[config.mk]
export PLATFORM = sky130hd
export DESIGN_NAME = module_captura_operandos
export DESIGN_NICKNAME = d
export VERILOG_FILES = /design/src/rtl/module_captura_operandos.sv
export SDC_FILE = /design/constraint.sdc
export NUM_CORES = 1
export LEC_CHECK = 0
export CORE_UTILIZATION = 52
export CTS_CLUSTER_DIAMETER = 30
export DETAILED_ROUTE_END_ITERATION = 16
export GPL_TIMING_DRIVEN = 0
export PLACE_DENSITY = 0.78
export SLEW_MARGIN = 20
export SYNTH_ARGS = -nofsm -noshare
export SYNTH_HDL_FRONTEND = slang
export SYNTH_SLANG_ARGS = --single-unit
[constraint.sdc]
create_clock -name clk -period 3.5 [get_ports clk]
set_input_delay 0.525 -clock clk [delete_from_list [all_inputs] [get_ports clk]]
set_output_delay 0.525 -clock clk [all_outputs]
set_load 0.005 [all_outputs]
[src/rtl/module_captura_operandos.sv]
// Purpose: keypad operand capture; builds N_OPS packed BCD operands of N_DIGITS digits from debounced key presses.
// Latency: a press acts on the edge where key_valid is first sampled high; all outputs are registered (1 cycle).
// Backpressure: a finished set is held in DONE with out_valid high until out_ready is sampled high.
//
// Ports:
//   clk, rst          clock (rising edge) and asynchronous active-low reset
//   key_code/key_valid debounced key (0-9 digit, 10 A next, 11 B finish, 12 C backspace, 13 D clear)
//   out_ready         consumer accepts the operand set offered in DONE
//   operands          packed BCD operands, operand i at [(i+1)*N_DIGITS*4-1 : i*N_DIGITS*4]
//   op_index          operand currently being entered
//   digit_count       digits entered in the current operand
//   busy/out_valid    state is not IDLE / complete set on offer
//   err               one-cycle pulse on a rejected key press
module module_captura_operandos #(
   parameter int N_OPS    = 2,
   parameter int N_DIGITS = 2
) (
   input  logic                                  clk,
   input  logic                                  rst,
   input  logic [3:0]                            key_code,
   input  logic                                  key_valid,
   input  logic                                  out_ready,
   output logic [N_OPS*N_DIGITS*4-1:0]           operands,
   output logic [((N_OPS > 1) ? $clog2(N_OPS) : 1)-1:0] op_index,
   output logic [$clog2(N_DIGITS+1)-1:0]         digit_count,
   output logic                                  busy,
   output logic                                  out_valid,
   output logic                                  err
);

   localparam int OP_W  = N_DIGITS * 4;
   localparam int IDX_W = (N_OPS > 1) ? $clog2(N_OPS) : 1;
   localparam int CNT_W = $clog2(N_DIGITS + 1);

   localparam logic [IDX_W-1:0] LAST_OP = IDX_W'(N_OPS - 1);
   localparam logic [CNT_W-1:0] MAX_CNT = CNT_W'(N_DIGITS);

   localparam logic [3:0] KEY_A = 4'd10;
   localparam logic [3:0] KEY_B = 4'd11;
   localparam logic [3:0] KEY_C = 4'd12;
   localparam logic [3:0] KEY_D = 4'd13;

   typedef enum logic [1:0] {IDLE, ENTRY, DONE} state_t;

   state_t                       state;
   logic [N_OPS-1:0][OP_W-1:0]   ops_q;
   logic                         key_valid_q;
   // Cleared by reset and set once key_valid is seen low, so a key held
   // through reset release cannot masquerade as a fresh press.
   logic                         armed;

   logic                         press;
   logic                         is_digit;
   logic [OP_W-1:0]              cur_op;
   logic [OP_W-1:0]              shl_op;
   logic [OP_W-1:0]              shr_op;

   assign press    = key_valid & ~key_valid_q & armed;
   assign is_digit = (key_code <= 4'd9);
   assign operands = ops_q;
   assign busy     = (state != IDLE);

   always_comb begin
      cur_op = ops_q[op_index];
      shl_op = (cur_op << 4) | OP_W'(key_code);
      shr_op = cur_op >> 4;
   end

   always_ff @(posedge clk or negedge rst) begin
      if (!rst) begin
         state       <= IDLE;
         ops_q       <= '0;
         op_index    <= '0;
         digit_count <= '0;
         out_valid   <= 1'b0;
         err         <= 1'b0;
         key_valid_q <= 1'b0;
         armed       <= 1'b0;
      end else begin
         key_valid_q <= key_valid;
         armed       <= armed | ~key_valid;
         err         <= 1'b0;

         case (state)
            IDLE: begin
               if (press) begin
                  if (is_digit) begin
                     ops_q       <= '0;
                     ops_q[0]    <= OP_W'(key_code);
                     op_index    <= '0;
                     digit_count <= CNT_W'(1);
                     state       <= ENTRY;
                  end else if (key_code == KEY_D) begin
                     ops_q       <= '0;
                     op_index    <= '0;
                     digit_count <= '0;
                  end
                  // A, B, C and unused codes are silently ignored here.
               end
            end

            ENTRY: begin
               if (press) begin
                  if (is_digit) begin
                     if (digit_count < MAX_CNT) begin
                        ops_q[op_index] <= shl_op;
                        digit_count     <= digit_count + CNT_W'(1);
                     end else begin
                        err <= 1'b1;
                     end
                  end else begin
                     case (key_code)
                        KEY_A: begin
                           if ((digit_count != '0) && (op_index < LAST_OP)) begin
                              op_index    <= op_index + IDX_W'(1);
                              digit_count <= '0;
                           end else begin
                              err <= 1'b1;
                           end
                        end
                        KEY_B: begin
                           if ((op_index == LAST_OP) && (digit_count != '0)) begin
                              state     <= DONE;
                              out_valid <= 1'b1;
                           end else begin
                              err <= 1'b1;
                           end
                        end
                        KEY_C: begin
                           // Backspace stays within the current operand.
                           if (digit_count != '0) begin
                              ops_q[op_index] <= shr_op;
                              digit_count     <= digit_count - CNT_W'(1);
                           end else begin
                              err <= 1'b1;
                           end
                        end
                        KEY_D: begin
                           ops_q       <= '0;
                           op_index    <= '0;
                           digit_count <= '0;
                           state       <= IDLE;
                        end
                        default: err <= 1'b1;
                     endcase
                  end
               end
            end

            DONE: begin
               // The handshake wins: a press on the accepting edge is dropped.
               if (out_ready) begin
                  state     <= IDLE;
                  out_valid <= 1'b0;
               end else if (press) begin
                  if (key_code == KEY_D) begin
                     ops_q       <= '0;
                     op_index    <= '0;
                     digit_count <= '0;
                     out_valid   <= 1'b0;
                     state       <= IDLE;
                  end else begin
                     err <= 1'b1;
                  end
               end
            end

            default: state <= IDLE;
         endcase
      end
   end

endmodule

==> results.ini, run 1 <==
[drt]
dr.pass1.iters=5
drcViolationCount=0
initialDrtViolationCount=146
wl_mm=4.92
antenna_left=0
routedWlPerCell_um=17.2
routed-via-count=1831
via_per_inst=6.40

[global_route]
grt_use_total_pct=27.9
grt_overflow_total=0
grt_pass1_wl_mm=7.78
grt_pass1_vias=1644
antenna_found_initial=0
grt_max_degree=26

[placed_design]
port_buffers=27
routabilityCongestion=0.902
hpwl_mm=3.61

[synth]
seq_area_frac_synth_pct=33.5
syn_inst=209
postSynthAreaPerCell_um2=8.94
synth_cell_type_count=49
synth_top_area_cell=dfrtp_1
synth_top_area_share_pct=33.5
syn_area_um2=1870
synth-main-ff-cell=dfrtp_1
yosysWarnings=0
async_reset_ff_share_pct=100
synth-edff-count=0
ys_top_cells_by_area=dfrtp_1, o21ai_0, a22o_1, ha_1, nand2_1
synth-seq-cells=25
synth_nets=222

[critical_path]
end_kind=flop
path_class=primary input to flop
critPathBufInv=2
cp.required_ns=3.71
crit_path_cell_trace=clkdlybuf4s50_1 -> clkbuf_1 -> nor2b_1 -> a32o_1 -> nand2_1 -> mux2i_1 -> o21ai_0
critical_path.max_fanout=10
crit_family=buffers and inverters
max_stage_delay_ns=0.56
critPathLaunchType=primary input
cpMaxStageDelayCell=clkdlybuf4s50_1
critical_path_arrival_ns=2.58
cp.depth=7
reg2reg_depth=7

[timing]
fin_crit_ns=2.36
worstMarginPinSlew_ns=0.566
hold_violations=0
relSlewSlack_pct=61.9
finalClockSkew_ns=0.00174
finalMaxSlewViolations=0
setup_viol=0
setup_tns_ns=0
rsz0062_at_grt=no
max_clock_freq_mhz=423
post-route-period-util_pct=67.5

[clock_network]
cts-root-buf=clkbuf_4
cts_setup_buffers=0
ctsHoldBuffers=0
cts-resized-gates=0
cts_max_level=1
clk_path_buf_depth=2
clk-insertion-delay-late_ns=0.33
path_clk_slew_ns=0.14
cts_tree=done
clock-sinks=25
numCtsBuffers=3

[power]
p_switching_mw=0.655
sw_frac_of_total_pct=44.9
leakage_nw=0.921
sequentialPowerShare_pct=28.4
p_total_mw=1.46
ir_drop_mv=0.454
p_int_mw=0.803
combPwrFrac_pct=62.5
power.density_nw_per_um2=657
pwr-share-clk_pct=9.1

[layout]
layout_common_cells=clkdlybuf4s50_1, o21ai_0, dfrtp_1, nand2_1
final_common_cell=clkdlybuf4s50_1
drive_above_1_share_pct=11.3
num_antenna_cells=0
syn_to_final_growth_pct=18.8
final_nets=254

[min_path]
hp-class=primary input to async pin

[outcome]
status=finished clean

[floorplan]
core_area_um2=3390
die_y_um=61.9
core.rowCount=21
die-area_um2=3840
die-width_um=61.9
io-pin-count=30
start_util_pct=55.1

[job]
drv_cap=0

[final timing paths]
path | from | end | slack (ns)
max | key_code[0] | op_index | 1.14
min | rst | digit_count[0] | 0.17
max reg2reg | state[1] | operands[11] | 1.28
min reg2reg | armed | armed | 0.48
max in group asynchronous | rst | operands[11] | 2.95
min in group clk | armed | armed | 0.48
[sequential cells by signal (all words and copies together) (netlist names)]
name         count
operands        16
digit_count      2
state            2
armed            1
err              1
key_valid_q      1
op_index         1
out_valid        1
[cells in the mapped netlist (all sizes together), types with 2 or more instances]
cell type	count
a22o	9
inv	10
clkbuf	6
a211oi	2
mux2i	5
a32o	5
nor2	9
a31oi	6
o21a	5
and3	3
nor3	2
and3b	2
nand2	16
a21oi	10
nor2b	8
o21ai	26
nand2b	4
ha	5
o211ai	3
and2	6
nand4	2
a32oi	2
nand3	12
o2bb2ai	2
a21o	3
o22ai	2
dfrtp	25
buf	9
[layer usage]
metal  vias to the layer above  track usage, %  share of wire (%)
met5                         -               0                  0
met4                         0            11.1                2.7
met3                        19            6.00                8.2
met2                       100            42.4                 46
met1                       871            38.7                 43
li1                        841               -                  -
[worst reg2reg max path, delay by kind of cell, from the launching register on]
| kind | cells | cell delay [ns] |
|---|---|---|
| fa+ha+maj | 1 | 0.42 |
| compound gates | 3 | 0.55 |
| buf+inv | 2 | 0.50 |
| simple gates | 1 | 0.24 |
| flops | 1 | 0.40 |
[logic make-up after synthesis]
| kind of cell | after synthesis | share of synthesized area [%] |
|---|---|---|
| buffers and inverters | 25 | 6.90 |
| flip-flops | 25 | 33.5 |
| multiplexers | 5 | 2.68 |
| adder cells (fa/ha/maj) | 5 | 3.35 |
| AND/OR/NAND/NOR | 68 | 22.6 |
| AO/OA/AOI/OAI | 81 | 30.9 |
[power by group through the flow]
stage               clock network [mW]  registers, mW  logic (mW)
finish                           0.133          0.414       0.912
global route                     0.147          0.427       0.996
global placement                     0          0.419       0.886
floorplan                            0          0.416       0.601
CTS                              0.138          0.415       0.899
detailed placement                   0          0.421       0.894
[per-stage QoR]
step,std cells,worst slack (ns),utilization (%),hold WS (ns),instance area (µm²)
floorplan,209,1.60,-,0.229,1870
global placement,282,0.987,64.8,0.442,2200
detailed placement,282,0.935,64.6,0.448,2190
CTS,286,1.27,65.4,0.184,2220
global route,286,1.08,65.4,0.203,2220
finish,286,1.14,65.4,0.169,2220
[area by class of cell]
type,count,area [µm²]
Buffer,15,91.3
Clock buffer,3,22.5
Clock inverter,1,5.00
Fill cell,296,1170
Inverter,10,37.5
Multi-Input combinational cell,159,1110
Sequential cell,25,626
Tap cell,46,57.6
Timing Repair Buffer,27,265
Power figures use the tool's default switching activity.
==> run 2: changes to the inputs <==
--- a/config.mk
+++ b/config.mk
@@ -5,11 +5,11 @@
 export SDC_FILE = /design/constraint.sdc
 export NUM_CORES = 1
 export LEC_CHECK = 0
-export CORE_UTILIZATION = 52
+export CORE_UTILIZATION = 48
 export CTS_CLUSTER_DIAMETER = 30
 export DETAILED_ROUTE_END_ITERATION = 16
 export GPL_TIMING_DRIVEN = 0
-export PLACE_DENSITY = 0.78
+export PLACE_DENSITY = 0.76
 export SLEW_MARGIN = 20
 export SYNTH_ARGS = -nofsm -noshare
 export SYNTH_HDL_FRONTEND = slang
==> constraint.sdc (replaced) <==
create_clock -name clk -period 2 [get_ports clk]
set_input_delay 0.3 -clock clk [delete_from_list [all_inputs] [get_ports clk]]
set_output_delay 0.3 -clock clk [all_outputs]
set_load 0.005 [all_outputs]
==> run 2 against run 1 <==
Compared with the run above: the flow now finishes with violations (hold timing); clock-buffer cell count stayed put; sequential share of layout area is 0.89 points lower; clock skew is 0.0034 ns higher; critical path depth is 1 higher; register-to-register slack worse by 1.3 ns; flip-flop and latch count stayed put; final cell count is 1.4% higher; via count is 4.3% lower; routed wire length is 2.3% lower; sequential power is 75% higher; non-clock buffer count is 2 higher; highest routed layer unchanged.
==> results.ini, run 2 (synthesized netlist as in run 1, its figures left out) <==
[drt]
drt-met1-wl_mm=2.25
routedWlPerCell_um=16.6
antenna_left=0
routed-via-count=1753
dr.pass1.iters=5
wl_met2_mm=2.04
wl_mm=4.80
via_per_inst=6.04
wl_met3_um=365
top_layer=met4
initialDrtViolationCount=141
drcViolationCount=0

[critical_path]
cp.required_ns=2.17
critical_path.max_fanout=9
critical_path_arrival_ns=2.15
path_class=flop to flop
critPathLaunchType=flop
max_stage_delay_ns=0.41
crit_path_cell_trace=inv_1 -> ha_2 -> nand2_1 -> o21bai_2 -> and3_4 -> buf_8 -> and2_4 -> a32o_1
cpMaxStageDelayCell=dfrtp_1
end_kind=flop

[floorplan]
core_area_um2=3690
core.rowCount=22
start_util_pct=50.6
die-width_um=64.4
die-area_um2=4150
die_y_um=64.4
io-pin-count=30

[global_route]
grt_use_total_pct=25.2
grt_pass1_vias=1705
grt_pass1_wl_mm=8.09
antenna_found_initial=0
grt_max_degree=26
grt_overflow_total=0

[layout]
layout_common_cells=clkdlybuf4s50_1, o21ai_0, dfrtp_1, nand2_1
final_nets=256
seq_area_um2=626
drive_above_1_share_pct=15.7
utilization_pct=62.1
num_antenna_cells=0
largest_reg_flops=16
multiInputGateArea_um2=1140
nFillCells=339
final_common_cell=clkdlybuf4s50_1
syn_to_final_growth_pct=22.6

[clock_network]
cts_max_level=1
clk-insertion-delay-late_ns=0.28
clk_path_buf_depth=2
clock-sinks=25
numCtsBuffers=3
cts-root-buf=clkbuf_8
path_clk_slew_ns=0.09
cts_tree=done

[power]
power.density_nw_per_um2=1170
leakage_nw=0.957
ir_drop_mv=0.679

[timing]
hold_slack_ns=-0.000275
finalMaxSlewViolations=0
max_clock_freq_mhz=505
setup_tns_ns=0
finalClockSkew_ns=0.00518
rsz0062_at_grt=yes
setup_viol=0
hold_violations=1
fin_ws_ns=0.0214
fin_crit_ns=1.98
worstMarginPinSlew_ns=0.567
relSlewSlack_pct=61.8
post-route-period-util_pct=98.9

[outcome]
violations=hold timing
status=finished, violations left

[placed_design]
routabilityCongestion=0.912
preCtsSetupSlack_ns=-0.264
hpwl_mm=3.44
port_buffers=27

[job]
drv_cap=0

[min_path]
hp-class=primary input to async pin

[run 2: per-layer routing]
| layer | vias to the layer above | GRT usage [%] |
|---|---|---|
| li1 | 840 | - |
| met1 | 818 | 36.3 |
| met2 | 79 | 36.2 |
| met3 | 16 | 4.29 |
| met4 | 0 | 12.2 |
| met5 | - | 0 |
[run 2: worst max-delay path, delay by kind of cell, from the launching register on]
kind / cells / cell delay [ns]
AND/OR/NAND/NOR: 3 / 0.47
AO/OA/AOI/OAI: 2 / 0.46
flip-flops: 1 / 0.41
adder cells (fa/ha/maj): 1 / 0.30
buffers and inverters: 2 / 0.24
[run 2: per-stage QoR]
step,power (mW),area [µm²],cells,hold slack (ns)
4_1_cts,2.63,2260,290,0.0280
2_1_floorplan,1.78,1870,209,0.00441
3_3_place_gp,2.29,2200,284,0.442
3_5_place_dp,2.29,2190,284,0.326
6_report,2.68,2290,290,-0.000275
5_1_grt,2.88,2290,290,0.0555
[run 2: final cells by class]
cell class | instances | share of cell area [%]
multi-input cells | 159 | 49.9
flip-flops and latches | 25 | 27.3
repair buffers | 29 | 12.2
plain buffers | 15 | 4.26
well taps | 48 | 2.62
clock buffers | 3 | 1.80
inverters | 10 | 1.64
clock inverters | 1 | 0.218
[run 2: repair_timing]
action	4_1_cts	5_1_grt
setup buffers	2	0
cloned	0	0
hold buffers	0	0
endpoints found under the setup margin	17	19
pin swaps	2	0
gates resized for setup	4	10
[run 2: worst paths after layout]
kind / from / endpoint / slack (ns) / depth (start not counted)
worst min-delay path: rst / operands[11] / -0.0003 / 1
max in group asynchronous: rst / out_valid / 1.63 / 1
worst min register to register: armed / armed / 0.47 / 1
worst max-delay path: state[1] / operands[8] / 0.02 / 8
min in group clk: armed / armed / 0.47 / 1
worst max register to register: state[1] / operands[8] / 0.02 / 8
[run 2: report_power, final]
part	switching [mW]	total (mW)	internal, mW
clock network	0.170	0.310	0.140
logic	0.885	1.64	0.755
registers	0.103	0.726	0.623
total	1.16	2.68	1.52
